File: src/rtl/suma_serie_if.sv
// Handshake/operand bundle for the bit-serial adder/subtractor.
// The master side drives operands and start. The slave side returns status and the result.
interface suma_serie_if #(parameter int WIDTH = 8);
  logic             start;
  logic             op;
  logic [WIDTH-1:0] a;
  logic [WIDTH-1:0] b;
  logic             busy;
  logic             done;
  logic [WIDTH-1:0] result;
  logic             cout;
  logic             overflow;

  modport master (output start, op, a, b,
                  input  busy, done, result, cout, overflow);
  modport slave  (input  start, op, a, b,
                  output busy, done, result, cout, overflow);
endinterface

File: src/rtl/suma_serie.sv
// Bit-serial adder/subtractor: one full-adder cell, LSB first, one bit per clock.
// Define SUMA_SERIE_OVF_EN to build the two's-complement overflow flag; otherwise it is tied to 0.
module suma_serie #(
  parameter int WIDTH = 8
) (
  input logic         clk,
  input logic         rst_n,
  suma_serie_if.slave bus
);
  localparam int CW = $clog2(WIDTH);

  typedef enum logic [1:0] {IDLE, RUN, DONE} state_t;

  state_t           state, state_nxt;
  logic [WIDTH-1:0] a_sh, b_sh, result_q;
  logic [CW-1:0]    cnt;
  logic             carry, cout_q;
  logic             s, c_o, last;

  // Full-adder cell
  assign s    = a_sh[0] ^ b_sh[0] ^ carry;
  assign c_o  = (a_sh[0] & b_sh[0]) | (carry & (a_sh[0] ^ b_sh[0]));
  assign last = (cnt == CW'(WIDTH - 1));

  always_ff @(posedge clk or negedge rst_n)
    if (!rst_n) state <= IDLE;
    else        state <= state_nxt;

  always_comb begin
    state_nxt = state;
    case (state)
      IDLE:    if (bus.start) state_nxt = RUN;
      RUN:     if (last)      state_nxt = DONE;
      DONE:                   state_nxt = IDLE;
      default:                state_nxt = IDLE;
    endcase
  end

  // Sum bits enter A at the MSB as its operand bits leave at the LSB.
  // After WIDTH shifts, A holds the complete sum.
  always_ff @(posedge clk or negedge rst_n) begin
    if (!rst_n) begin
      a_sh     <= '0;
      b_sh     <= '0;
      carry    <= 1'b0;
      cnt      <= '0;
      result_q <= '0;
      cout_q   <= 1'b0;
    end else begin
      case (state)
        IDLE: if (bus.start) begin
          a_sh  <= bus.a;
          b_sh  <= bus.op ? ~bus.b : bus.b;
          carry <= bus.op;
          cnt   <= '0;
        end
        RUN: begin
          a_sh  <= {s, a_sh[WIDTH-1:1]};
          b_sh  <= {1'b0, b_sh[WIDTH-1:1]};
          carry <= c_o;
          cnt   <= cnt + 1'b1;
          if (last) begin
            result_q <= {s, a_sh[WIDTH-1:1]};
            cout_q   <= c_o;
          end
        end
        default: ;
      endcase
    end
  end

`ifdef SUMA_SERIE_OVF_EN
  logic ovf_q;
  // On the last bit, carry holds the carry into the MSB.
  always_ff @(posedge clk or negedge rst_n)
    if (!rst_n)                      ovf_q <= 1'b0;
    else if ((state == RUN) && last) ovf_q <= c_o ^ carry;
  assign bus.overflow = ovf_q;
`else
  assign bus.overflow = 1'b0;
`endif

  assign bus.busy   = (state == RUN);
  assign bus.done   = (state == DONE);
  assign bus.result = result_q;
  assign bus.cout   = cout_q;
endmodule

File: src/flat_wrapper.sv
// flat-port wrapper written by rule: the top's interface ports become plain ports
module suma_serie_flat 
#(
  parameter int WIDTH = 8
)
  (clk, rst_n, bus_start, bus_op, bus_a, bus_b, bus_busy, bus_done, bus_result, bus_cout, bus_overflow);
  suma_serie_if #(.WIDTH(WIDTH)) bus_i ();
  input logic clk;
  input logic rst_n;
  input wire logic [$bits(bus_i.start)-1:0] bus_start;
  input wire logic [$bits(bus_i.op)-1:0] bus_op;
  input wire logic [$bits(bus_i.a)-1:0] bus_a;
  input wire logic [$bits(bus_i.b)-1:0] bus_b;
  output wire logic [$bits(bus_i.busy)-1:0] bus_busy;
  output wire logic [$bits(bus_i.done)-1:0] bus_done;
  output wire logic [$bits(bus_i.result)-1:0] bus_result;
  output wire logic [$bits(bus_i.cout)-1:0] bus_cout;
  output wire logic [$bits(bus_i.overflow)-1:0] bus_overflow;
  assign bus_i.start = bus_start;
  assign bus_i.op = bus_op;
  assign bus_i.a = bus_a;
  assign bus_i.b = bus_b;
  assign bus_busy = bus_i.busy;
  assign bus_done = bus_i.done;
  assign bus_result = bus_i.result;
  assign bus_cout = bus_i.cout;
  assign bus_overflow = bus_i.overflow;
  suma_serie #(.WIDTH(WIDTH)) u_core (.clk(clk), .rst_n(rst_n), .bus(bus_i));
endmodule
File: config.mk
export PLATFORM = sky130hd
export DESIGN_NAME = suma_serie_flat
export DESIGN_NICKNAME = d
export VERILOG_FILES = /design/src/rtl/suma_serie_if.sv /design/src/rtl/suma_serie.sv /design/src/flat_wrapper.sv
export SDC_FILE = /design/constraint.sdc
export NUM_CORES = 1
export LEC_CHECK = 0
export ABC_CLOCK_PERIOD_IN_PS = 2200
export BUFFER_PORTS_ARGS = -buffer_cell sky130_fd_sc_hd__buf_4
export CORE_ASPECT_RATIO = 1.75
export CORE_MARGIN = 5
export CORE_UTILIZATION = 50
export CTS_BUF_LIST = sky130_fd_sc_hd__clkbuf_2 sky130_fd_sc_hd__clkbuf_4 sky130_fd_sc_hd__clkbuf_8
export CTS_CLUSTER_DIAMETER = 40
export DETAILED_ROUTE_END_ITERATION = 10
export GPL_TIMING_DRIVEN = 0
export PLACE_DENSITY = 0.84
export SYNTH_ARGS = -nofsm -noshare
export SYNTH_HDL_FRONTEND = slang
export SYNTH_SLANG_ARGS = --single-unit
File: constraint.sdc
create_clock -name clk -period 2.2 [get_ports clk]
set_clock_uncertainty 0.2 [all_clocks]
set_input_delay 0.44 -clock clk [delete_from_list [all_inputs] [get_ports clk]]
set_output_delay 0.44 -clock clk [all_outputs]
set_load 0.01 [all_outputs]
======== Yosys cells after proc, flatten, opt, wreduce, memory -nomap -nowiden ========
Index checks and enable logic that the tools add are counted.
Widths: inputs -> output; s select.
cells by class
  bitwise logic cells ..................... 6
  eq/ne operators ......................... 5
  reduce and logical (&&, ||, !) cells .... 5
  mux-type cells .......................... 12
  add/subtract/negate cells ............... 1
operators with widths
  kind                 number
  $pmux 8 s2           2
  $mux 8               3
  $not 8->8            1
  $pmux 3 s2           1
  $reduce_and 2->1     3
  $mux 2               2
  $pmux 2 s2           1
  $add 3x1->3 const B  1
  $eq 3x3->1 const B   1
  $mux 3               1
  $and 1x1->1          2
  $eq 2x1->1 const B   1
  $eq 2x2->1 const B   1
  $logic_not 2->1      1
  $ne 2x1->1 const B   1
  $ne 2x2->1 const B   1
  $pmux 1 s2           1
  $reduce_bool 2->1    1
  $xor 1x1->1          2
  $mux 1               1
  $or 1x1->1           1
word-level totals
  bits in registers ....................... 31
  logic and storage cells ................. 36

======== Logic depth before layout (Yosys ltp) ========
Gate-level depths: netlist (run 1).
  depth in word-level cells ............... 4
  mapped depth ............................ 4
  mapped depth without buffers ............ 4

======== Worst setup path after synthesis (run 1) ========
No wires, ideal clock.
  path kind ............................... flip-flop to output port
  start ................................... register u_core.state[0]
  end ..................................... output port bus_done
  slack ................................... 647 ps
  cell stages (with the launch flop) ...... 4
  arrival ................................. 913 ps
  data required time ...................... 1560 ps
  path buffers ............................ 2
  path through ............................ dfrtp_1 > buf_2 > buf_4 > nor2b_1
between the ends
  cells in the longest elaborated chain, start to end .. 1
RTL lines
  element                 RTL line            text
  start, declared         suma_serie.sv:14    state_t state, state_nxt;
  start signal, assigned  suma_serie.sv:27    else state <= state_nxt;
  $eq 2x2->1              suma_serie.sv:84    assign bus.done = (state == DONE);
  end, declared           flat_wrapper.sv:15  output wire logic [$bits(bus_i.done)-1:0] bus_done;
No other way between the ends.

======== Worst setup path after layout (run 1) ========
Same ends and word-level chain as after synthesis.

==> results by stage, run 1 <==
Synthesis:
- The number of standard cells after synthesis is between 100 and 150.
- The netlist uses 25 different library cells.
- After synthesis the cells add up to between 0.001 and 0.0015 mm².
- Yosys attributes the largest share of cell area to sky130_fd_sc_hd__dfrtp_1 (52%), sky130_fd_sc_hd__mux2_4 (9.1%), sky130_fd_sc_hd__and3b_1 (6.5%).
- The post-synth net total is 142.
- The Yosys warning count is 0.
- The register bit count reported by yosys is 31.
- A synthesized cell averages 12.46 µm².
- The area share of the largest cell type after synthesis is 52.32%.
- The synthesized design spends more area on one cell type than any other, namely sky130_fd_sc_hd__dfrtp_1.
- After synthesis, flip-flops and latches occupy 52.32% of the total area.

Final layout:
- The repair_antennas step left the layout with diodes totalling 0.
- The layout-stage area growth over the synthesis result is 24.73%.
- The layout filler cell count is 231.
- The number of nets at the end of the flow is 179.
- The utilization of the core after routing is 63.87%.
- The proportion of layout cells with a drive suffix above 1 is 35.67%.
- The finished layout holds 185 standard cells, fillers aside.

Min path:
- The tightest min-delay check is of the input pin to flop type.

Clocking:
- After clock tree synthesis, the repair step resized 0 gates.
- The post-CTS setup buffer count is 0.
- The number of buffers inserted during clock tree synthesis is 5.
- The clock reaches the later pin of the worst-skew pair after 0.27 ns.
- The CTS root buffer is sky130_fd_sc_hd__clkbuf_8.
- TritonCTS built the clock tree.
- The longest clock path from root to sink contains 2 buffers.
- In this run the number of H-tree levels came out at 2.
- Counting every sink on the clock net gives 31.
- After clock tree synthesis, the clock-pin slew on the worst setup and hold paths is 0.06 ns.

Drt:
- The detailed-route via count is 1064.
- In the final routed layout, each cell accounts on average for 16.48 µm.
- In the routed design, unresolved DRC markers number 0.
- The number of DRC violations after detailed-routing iteration 0 is 9.
- The vias per cell is roughly 5.8.
- The final routed wirelength across all metal layers is 3.049 mm.
- In this run the remaining antenna-violating nets after routing total 0.
- The number of iterations in the first detailed-routing pass is 4.

Worst setup path:
- The logic depth of the worst register-to-register path is 4.
- The launching element of the worst setup path is u_core.state[0].
- STA puts the critical path data arrival time at 1.34 ns.
- The launch point of the worst reg-to-reg path is u_core.cnt[0].
- The required time of the worst setup path is 1.56 ns.
- Along the worst path, the maximum fanout reaches 10.
- The startpoint-to-endpoint class of the critical path is flop to primary output.
- The endpoint class of the critical path is a primary output.
- The worst setup path is launched from a flop.
- Across all register-to-register paths, the minimum setup slack is 0.58 ns.
- In this run the worst setup path terminates at bus_done.
- The endpoint of the worst-slack reg-to-reg timing path is u_core.bus.result[0].

STA:
- The maximum clock frequency is 0.5052 GHz.
- The number of failing setup endpoints in the final timing report is 0.
- Hold is met by about 0.27 ns.
- The worst path uses 89.97% of the clock period.
- Setup repair after global routing left no endpoint under its margin.
- For the finished layout, the period the worst path requires is 1.979 ns.
- The least setup slack across all paths after layout is 0.2206 ns.
- After routing, the total negative slack on setup checks comes to 0 ns.
- The final count of pins violating max slew is 0.
- The hold violation count in the final report is 0.

Floorplan:
- The core region is 0.002895 mm².
- For this configuration, the core starts out at a cell density of between 50% and 60%.
- The area enclosed by the die boundary is roughly 0.0042 mm².
- After floorplanning, the core was divided into 26 placement rows.
- The die height is 82.04 µm.
- Measured along the x axis, the die boundary spans 51.17 µm.
- In this run the count of I/O pins placed on the die edge is 32.

Placed design:
- Detailed placement ended at an HPWL of 2.289 mm.
- Port buffering added 29 buffers.
- At the end of routability-driven placement, the weighted congestion stood at between 0.7 and 0.8.
- Prior to clock tree synthesis, the placed netlist has a worst setup slack of 0.5309 ns.
- The placed instance count is 176.

Run:
- The count of maximum capacitance violations is 0.

GRT:
- The aggregate global-route resource usage is 16.29%.
- Entering global routing, the biggest net connects 32 pins.
- The number of antenna violations at the first check in global routing is 0.
- After global routing the overflow that remains totals 0.
- The number of global-route vias before repair is 1154.
- The first global-routing pass estimated 5.085 mm of wire.

Outcome:
- The run finished with clean final reports.

Pwr:
- In this run the static leakage power is 0.9575 nW.
- The maximum resistive drop on vdd is 721.5 µV.
- The power per cell area is 1336 mW/mm².
==> worst max-delay path: stages (launching register included) <==
cell,delay (ns)
sky130_fd_sc_hd__dfrtp_1,0.44
sky130_fd_sc_hd__buf_2,0.20
sky130_fd_sc_hd__buf_4,0.19
sky130_fd_sc_hd__nor2b_1,0.12
sky130_fd_sc_hd__buf_4,0.13
==> cell usage after synthesis, drive strengths merged <==
cell type / instances
dfrtp: 31
and3b: 11
mux2: 10
nand2: 10
o21ai: 9
xor2: 8
a221o: 7
buf: 6
a21oi: 5
a22oi: 5
a22o: 3
and2b: 2
clkbuf: 2
ha: 2
nand2b: 2
conb: 1
fa: 1
inv: 1
nor2: 1
nor2b: 1
o21bai: 1
==> registers in the layout (all words and copies together) (netlist names) <==
name / flops
u_core.a_sh: 8
u_core.b_sh: 8
u_core.bus.result: 8
u_core.cnt: 3
u_core.state: 2
u_core.bus.cout: 1
u_core.carry: 1
==> power breakdown <==
group          switching, mW  internal, mW  total (mW)
sequential             0.173         0.827        1.00
combinational          0.428         0.554       0.982
clock                  0.191         0.297       0.489
total                  0.792          1.68        2.47
==> placed cells by master (no fill, tap or decap), types with 3 or more instances in the layout <==
master,netlist,final
sky130_fd_sc_hd__o21ai_0,9,9
sky130_fd_sc_hd__and3b_1,11,11
sky130_fd_sc_hd__dfrtp_1,31,31
sky130_fd_sc_hd__mux2_4,9,9
sky130_fd_sc_hd__clkbuf_8,0,7
sky130_fd_sc_hd__nand2_1,9,9
sky130_fd_sc_hd__a22oi_1,5,5
sky130_fd_sc_hd__buf_2,4,4
sky130_fd_sc_hd__a21oi_1,5,5
sky130_fd_sc_hd__a22o_1,3,3
sky130_fd_sc_hd__a221o_1,7,7
sky130_fd_sc_hd__buf_4,2,31
sky130_fd_sc_hd__xor2_1,8,8
==> area by class of cell <==
type                            instances  area [µm²]  area share (%)
Sequential cell                        31       775.7           41.95
Multi-Input combinational cell         79       660.6           35.72
Timing Repair Buffer                   30       227.7           12.31
Clock buffer                            8       103.9           5.616
Buffer                                  8       42.54           2.300
Tap cell                               28       35.03           1.894
Inverter                                1       3.754          0.2030
==> routing by layer <==
metal | vias to the layer above | share of wire [%] | GRT usage (%) | routed length, µm
li1 | 498 | - | - | -
met1 | 522 | 40 | 17.21 | 1218
met2 | 40 | 52 | 28.81 | 1584
met3 | 4 | 7.2 | 5.445 | 220
met4 | 0 | 0.82 | 7.278 | 25
met5 | - | 0 | 0 | 0
==> worst min-delay path by stage <==
stage	startpoint	to	slack (ns)	depth (start not counted)
floorplan	rst_n	u_core.a_sh[0]	-0.06	0
global placement	rst_n	u_core.bus.result[6]	0.18	1
detailed placement	rst_n	u_core.bus.result[6]	0.19	1
CTS	bus_a[7]	u_core.a_sh[7]	0.27	3
global route	bus_a[5]	u_core.a_sh[5]	0.26	3
finish	bus_a[7]	u_core.a_sh[7]	0.27	3
==> cells by family (layout without fill, tap and decap cells) <==
logic type               Yosys count  in the layout  synth area share [%]
other                              1              1                0.2529
XOR/XNOR                           8              8                 4.726
multiplexers                      10             10                 9.873
adder cells (fa/ha/maj)            3              3                 3.038
AO/OA/AOI/OAI                     30             30                 14.26
flip-flops                        31             31                 52.32
AND/OR/NAND/NOR                   27             27                 12.41
buffers and inverters              9             47                 3.122
==> metrics by stage <==
step                instance area [µm²]  total power, mW
floorplan                          1483            1.634
global placement                   1735            1.921
detailed placement                 1735            1.994
CTS                                1849            2.492
global route                       1849            2.636
finish                             1849            2.471
==> what timing repair did <==
action | in CTS | in global routing
endpoints found under the setup margin | 0 | 0
hold buffers | 1 | 0
hold endpoints to repair | 31 | 0
Power figures use the tool's default switching activity.
==> run 2: changes to the inputs <==
ABC_AREA = 1   (was unset)
==> run 2 against run 1 <==
Synthesized cell count up 58%. Hold slack worse by 0.073 ns. Combinational power down 6.0%. Worst setup slack better by 0.027 ns. Global-route usage up 1.4 points. Sequential power about the same. Flip-flop and latch count unchanged. Clock power down 8.2%. Largest power group unchanged. Power down 4.3%. Count of clock-buffer cells in the layout down 1. Critical path depth up 1.
==> results by stage, run 2 <==
Outcome:
- The run finished with clean final reports.

Floorplan:
- The starting density of the core is 51.50%.
- After floorplanning, the core was sized to cover roughly 0.003 mm².
- The initialized floorplan defines 26 standard-cell rows.
- The die is 51.51 µm wide.
- The area enclosed by the die boundary is between 0.004 and 0.005 mm².
- In this run the vertical extent of the chip is 82.65 µm.
- The number of top-level pins is 32.

Clocking:
- At the later pin of the worst-skew pair, clock insertion delay measures 0.29 ns.
- The clock net in this run drives a total of 31 sinks.
- The number of gates resized after CTS was 0.
- The TritonCTS clock tree is built.
- The cell sitting at the root of the clock tree is a sky130_fd_sc_hd__clkbuf_8.
- The number of levels in the clock H-tree is 2.
- In this run the post-CTS setup repair buffer count came out at 0.
- Counting along the longest clock path gives a buffer depth of 2.
- In this run, CTS created clock tree buffers numbering 5.
- The clock transition time at the flip-flop clock pins of the worst setup and hold paths is 0.06 ns.
- The number of buffers inserted by hold repair at cts is 1.

Worst setup path:
- Walking the worst path, the cells encountered are inv_2, nor2_4, buf_6, buf_6, buf_4.
- The arrival time of data at the critical path endpoint is 1.31 ns.
- The largest individual stage delay along the critical path comes from the cell sky130_fd_sc_hd__dfrtp_1.
- The startpoint-to-endpoint class of the critical path is flop to primary output.
- STA classifies the critical path startpoint as a flop.
- The cell with the most instances on the worst path is sky130_fd_sc_hd__buf_6.
- The endpoint class of the critical path is a primary output.
- The delay of the slowest cell on the worst path is 0.44 ns.
- Along the worst path, the maximum fanout reaches 10.
- The required time of the worst setup path is 1.56 ns.

Synthesis:
- The number of different library cells used by synthesis comes to 18.
- During synthesis, Yosys emitted a total of 0 warnings.
- After synthesis, the mean cell area works out to 8.020 µm².
- The commonest register cell after synthesis is sky130_fd_sc_hd__dfrtp_1.
- The post-synth net total is 211.
- The number of standard cells after synthesis is 188.
- Ranked by instance count, the synthesized netlist is headed by sky130_fd_sc_hd__nand2_1 (79), sky130_fd_sc_hd__nand3_1 (45), sky130_fd_sc_hd__dfrtp_1 (31).
- By area the synthesized netlist is led by sky130_fd_sc_hd__dfrtp_1 (51%), sky130_fd_sc_hd__nand2_1 (20%), sky130_fd_sc_hd__nand3_1 (15%).
- The proportion of register bits with asynchronous set or reset after synthesis is 100.0%.
- The portion of the post-synthesis area used by sequential elements is around 50%.
- The area share of the largest cell type after synthesis is 51.45%.
- Yosys mapped a number of flops with a built-in enable equal to 0.
- The leading cell type by number of instances after synthesis is sky130_fd_sc_hd__nand2_1.
- The register bit count reported by yosys is 31.
- Summing every instance area after synthesis gives 0.001508 mm².
- The post-synthesis cell type with the largest combined area is sky130_fd_sc_hd__dfrtp_1.

GRT:
- Entering global routing, the biggest net connects 32 pins.
- The first global-routing pass estimated 5.499 mm of wire.
- The number of antenna violations at the first check in global routing is 0.
- The number of global-route vias before repair is 1289.
- The leftover overflow at the end of global routing is 0.
- In the global route stage, overall resource usage came out at ~18%.

Drt:
- The post-detailed-route wirelength per cell is 12.54 µm.
- The count of nets left with antenna violations once routing finished came out at 0.
- The number of iterations in the first detailed-routing pass is 4.
- After the first detailed-routing iteration, the DRC count stood at 48.
- In the routed layout, each cell is associated on average with a via count of between 5 and 6.
- The post-route DRC violation count is 0.
- The routed design has 3.173 mm of wire.
- The detailed-route via count is 1312.

STA:
- The number of failing setup endpoints in the final timing report is 0.
- At the pin with the least slew margin, the transition time is between 0.6 and 0.7 ns.
- For the finished layout, the period the worst path requires is 1.952 ns.
- The hold violation count in the final report came to 0.
- The final count of pins violating max slew is 0.
- The accumulated negative setup slack is 0 ns.
- The headroom to the max-slew limit is 58.11%.
- The maximum clock frequency is 0.5122 GHz.
- Setup repair after global routing left no endpoint under its margin.
- The part of the cycle the worst path needs is 88.74%.
- The least setup slack across all paths after layout is around 0.25 ns.

Pwr:
- Internal power comes to roughly 1.5 mW.
- IR analysis of the VDD net gives a maximum drop of 677.8 µV.
- In this run, the clock network consumes 19.0% of the power.
- In this run the power density over the cells is 1277 mW/mm².
- In this run the power spent charging and discharging nets is 877.1 µW.
- The net switching share of the total power is 37.08%.
- The post-layout total power is approximately 2.4 mW.
- The static leakage power is roughly 1.0 nW.
- Of the total power, combinational logic draws around 39%.
- The share of total power dissipated in sequential elements is 42.0%.

Final layout:
- The area used by multi-input combinational logic is 620.6 µm².
- The antenna diode count is 0.
- At the end of the flow, the number of nets in the layout was 247.
- Leaving out fill and tap cells, the most frequent cell in the layout is sky130_fd_sc_hd__nand2_1.
- From synthesis to final layout, the design area changed by 22.82%.
- The count of cells in the finished layout, fillers not included, comes to about 250.
- The utilization of the core after routing is 63.25%.
- The proportion of layout cells with a drive suffix above 1 is 22.22%.
- The storage element area is 775.7 µm².
- The layout filler cell count is 269.
- The top cell types in the final layout, fill and taps aside, are sky130_fd_sc_hd__nand2_1 (79), sky130_fd_sc_hd__nand3_1 (45), sky130_fd_sc_hd__buf_4 (31), sky130_fd_sc_hd__dfrtp_1 (31), sky130_fd_sc_hd__inv_1 (10).

Placed design:
- Routability-driven placement finished with a final weighted congestion of 0.8077.
- The number of buffer cells added on primary ports is 28.
- At the placement stage, the worst setup path has a slack of about 0.53 ns.
- The placed instance count is 244.
- The sum of net half-perimeters after detailed placement is 2.285 mm.

Min path:
- The path class of the lowest-slack min-delay path is input pin to flop.

Run:
- The count of maximum capacitance violations is 0.
[run 2: changes by cell type in the layout (fill, tap and decap cells not counted), moves of 3 or more]
cell	before	now
sky130_fd_sc_hd__a221o_1	7	0
sky130_fd_sc_hd__a21oi_1	5	0
sky130_fd_sc_hd__xor2_1	8	1
sky130_fd_sc_hd__a22oi_1	5	0
sky130_fd_sc_hd__inv_1	1	10
sky130_fd_sc_hd__nand3_1	0	45
sky130_fd_sc_hd__mux2_4	9	0
sky130_fd_sc_hd__o21ai_0	9	2
sky130_fd_sc_hd__nand2_1	9	79
sky130_fd_sc_hd__and3b_1	11	0
sky130_fd_sc_hd__a22o_1	3	0
[run 2: worst max-delay path: cells and delay by family, from the launching register on]
family / cells / cell delay [ns]
buf+inv: 4 / 0.48
flops: 1 / 0.44
simple gates: 1 / 0.10
[run 2: area by class of cell]
type                       instances  share of cell area [%]
multi-input combinational        136                   33.51
timing repair buffer              29                   11.89
sequential                        31                   41.89
inverter                          12                   2.500
clock buffer                       7                   4.527
clock inverter                     1                  0.2703
tap                               28                   1.892
buffer                             9                   3.514
[run 2: final timing paths]
kind | start | to | slack [ns] | depth (start not counted)
max | u_core.state[0] | bus_busy | 0.25 | 5
min | bus_a[2] | u_core.a_sh[2] | 0.20 | 3
max reg2reg | u_core.cnt[0] | u_core.bus.result[1] | 0.52 | 6
min reg2reg | u_core.bus.result[3] | u_core.bus.result[3] | 0.28 | 2
max in group asynchronous | rst_n | u_core.b_sh[2] | 1.09 | 2
min in group asynchronous | rst_n | u_core.state[1] | 0.42 | 2
[run 2: routing by layer]
metal	vias up	track usage, %	part of all wire (%)	routed length [µm]
met2	31	31.12	50	1585
met5	-	0	0	0
li1	664	-	-	-
met3	9	5.206	5.3	169
met1	608	17.84	41	1310
met4	0	11.02	3.4	108
[run 2: metrics by stage]
step	hold WS (ns)	area, µm²
2_1_floorplan	-0.05559	1508
3_3_place_gp	0.1910	1753
3_5_place_dp	0.1908	1753
4_1_cts	0.1959	1852
5_1_grt	0.1962	1852
6_report	0.1994	1852
[run 2: cell families (layout without fill, tap and decap cells)]
kind of cell               Yosys count  after routing  synth area share, %
other                                1              1               0.2487
buffers and inverters               21             58                7.385
xor gates and xnor gates             1              1               0.5810
DFF                                 31             31                51.45
AOI/OAI and AO/OA                    2              2               0.6639
and+or+nand+nor                    129            129                36.68
adders and majority gates            3              3                2.987
[run 2: power groups by stage]
stage	Clock (mW)	Sequential, mW	Combinational [mW]
floorplan	0	1.01	0.570
global placement	0	0.994	0.893
detailed placement	0	0.999	0.932
CTS	0.459	0.991	0.939
global route	0.490	1.02	1.04
finish	0.449	0.994	0.923
==> run 3: changes to the inputs <==
BUFFER_PORTS_ARGS = -buffer_cell sky130_fd_sc_hd__buf_2   (was -buffer_cell sky130_fd_sc_hd__buf_4)
CORE_MARGIN = 4   (was 5)
MAX_ROUTING_LAYER = met4   (was unset)
==> run 3 against run 2 <==
The flow now finishes with violations (negative hold slack). Via count rose by 0.46%. Sequential power fell by 0.5%. First-iteration DRC count rose by 31%. Core utilization fell by 1.1 points. Register-to-register slack improved by 0.06 ns. Flip-flop and latch count did not move. Maximum frequency barely moved. Power rose by 2.7%. Critical path type unchanged. Highest routed layer unchanged.
==> results by stage, run 3 (synthesis results as in run 2) <==
Final layout:
- Leaving out fill and tap cells, the most frequent cell in the layout is sky130_fd_sc_hd__nand2_1.
- The number of antenna diodes in the final layout is 0.
- Summing all non-filler instances in the final layout gives an area of around 0.0018 mm².
- Of the cells placed in the final design, the portion with a size suffix greater than 1 is 22.32%.
- The number of nets at the end of the flow is 246.
- In the layout the commonest cells are sky130_fd_sc_hd__nand2_1 (79), sky130_fd_sc_hd__nand3_1 (45), sky130_fd_sc_hd__buf_2 (32).
- Compared with the post-synthesis result, the final layout area differs by 19.42%.

STA:
- Setup violations remaining at the end of the flow were counted as 0.
- The final count of pins violating max slew was 0.
- The worst path needs 1.952 ns of the cycle, external delays included.
- Setup repair after global routing left no endpoint under its margin.
- The accumulated negative setup slack is 0 ns.
- The hold violation count in the final report is 31.
- The headroom to the max-slew limit is 55.43%.
- The tightest hold path in the finished design has a slack of -0.01728 ns.
- The maximum clock frequency is 0.5122 GHz.
- The transition time at the pin with the least slew margin is 0.6685 ns.
- The part of the cycle the worst path needs is 88.75%.

Floorplan:
- In this run the horizontal extent of the chip is 49.51 µm.
- For this configuration, the core starts out at a cell density of 52.07%.
- The region available for standard cell placement spans 0.002895 mm².
- Measured along the y axis, the die boundary spans between 80 and 90 µm.
- The number of core rows is 26.
- For this design the top-level I/O count stands at 32.
- The die covers 0.003993 mm².

Run:
- Across the run, the number of max-cap violations was 0.

GRT:
- The number of antenna violations at the first check in global routing was 0.
- The wire length of the first global-routing pass is 5.540 mm.
- The largest net degree at the start of global routing is 32.
- The aggregate global-route resource usage is 19.09%.
- After global routing the overflow that remains totals 0.
- The number of global-route vias before repair was 1252.

Min path:
- The path class of the lowest-slack min-delay path is input pin to asynchronous set/reset pin.

Worst setup path:
- The startpoint kind of the worst setup timing path is a flop.
- The startpoint-to-endpoint class of the critical path is flop to primary output.
- The worst setup path is captured at a primary output.
- The largest driver fanout on the critical path is 10.
- STA puts the critical path data required time at 1.56 ns.
- Data on the critical path arrives at its endpoint at 1.31 ns.

Drt:
- The number of DRC violations after detailed-routing iteration 0 is 63.
- The final routed wirelength across all metal layers is 3.114 mm.
- After detailed routing, the average wire length per cell comes to 12.36 µm.
- The number of iterations in the first detailed-routing pass is 5.
- The vias per cell is ~5.2.
- The residual antenna-violating net count after detailed routing is 0.
- In the routed design, unresolved DRC markers number 0.
- The routed layout has 1318 vias.

Clocking:
- Clock-pin slew was measured on the worst setup and hold paths at 0.06 ns.
- The number of levels in the clock H-tree is 2.
- The clock latency on the worst-skew pair is a little under 0.3 ns.
- The post-CTS setup buffer count is 0.
- Once the clock tree was built, the resizer swapped 0 gates to a different size.
- The clock drives 31 sinks.
- Clock tree synthesis selected as its root buffer the cell sky130_fd_sc_hd__clkbuf_8.
- The number of clock buffers added by TritonCTS is 5.
- The TritonCTS clock tree is built.
- The number of buffers inserted by hold repair at cts is 0.
- The maximum clock path buffer count is 2.

Placed design:
- During placement, the flow inserted port buffers numbering 28.
- The final weighted congestion in routability-driven placement is 0.7841.
- The sum of net half-perimeters after detailed placement is 2.237 mm.
- The instance area at placement is 0.001683 mm².

Pwr:
- The power per cell area is 1349 mW/mm².
- For this design the static power due to leakage is a little over 1 nW.
- The maximum resistive drop on vdd is 740.3 µV.

Outcome:
- The run finished, with violations left.
- The checks that failed: negative hold slack.
## run 3: critical path, stage by stage (launching register included)
cell and delay (ns):
sky130_fd_sc_hd__dfrtp_1 0.43, sky130_fd_sc_hd__inv_2 0.06, sky130_fd_sc_hd__nor2_4 0.10, sky130_fd_sc_hd__buf_6 0.15, sky130_fd_sc_hd__buf_6 0.14, sky130_fd_sc_hd__buf_2 0.13
## run 3: power by group
| group | total, mW | internal (mW) | switching (mW) | leakage [nW] |
|---|---|---|---|---|
| combinational | 0.858 | 0.354 | 0.504 | 0.562 |
| clock | 0.582 | 0.366 | 0.216 | 0.0612 |
| sequential | 0.989 | 0.827 | 0.161 | 0.389 |
| total | 2.43 | 1.55 | 0.882 | 1.01 |
## run 3: layout make-up
| class | instances | area, µm² |
|---|---|---|
| well taps | 28 | 35.03 |
| multi-input cells | 136 | 620.6 |
| repair buffers | 28 | 140.1 |
| plain buffers | 9 | 65.06 |
| clock buffers | 6 | 82.58 |
| clock inverters | 2 | 35.03 |
| fillers | 278 | 1095 |
| inverters | 12 | 46.29 |
| flip-flops and latches | 31 | 775.7 |
## run 3: worst paths after layout
check / from / to / slack (ns) / depth (start not counted)
worst max-delay path: u_core.state[0] / bus_busy / 0.25 / 5
worst min-delay path: rst_n / u_core.cnt[2] / -0.02 / 1
worst max register to register: u_core.cnt[0] / u_core.bus.result[7] / 0.58 / 6
worst min register to register: u_core.bus.result[3] / u_core.bus.result[3] / 0.27 / 2
max in group asynchronous: rst_n / u_core.b_sh[1] / 1.38 / 1
min in group clk: bus_a[5] / u_core.a_sh[5] / 0.21 / 3
## run 3: routing by layer
layer  global-route usage, %  vias to the layer above  share of wire, %
li1                        -                      665                 -
met1                   20.51                      596                40
met2                   32.39                       48                50
met3                   4.638                        9               6.7
met4                   9.972                        0               3.1
met5                       -                        -                 0
## run 3: stage by stage
stage	total power [mW]	setup WS, ns	cells	hold WS [ns]	utilization [%]
after floorplan	1.580	0.7480	188	-0.05559	-
after global placement	1.824	0.5685	244	0.2563	58.12
after detailed placement	1.858	0.5615	244	0.2606	58.12
after CTS	2.451	0.2406	252	0.005852	62.19
after global routing	2.621	0.1464	252	0.04318	62.19
final	2.429	0.2475	252	-0.01728	62.19
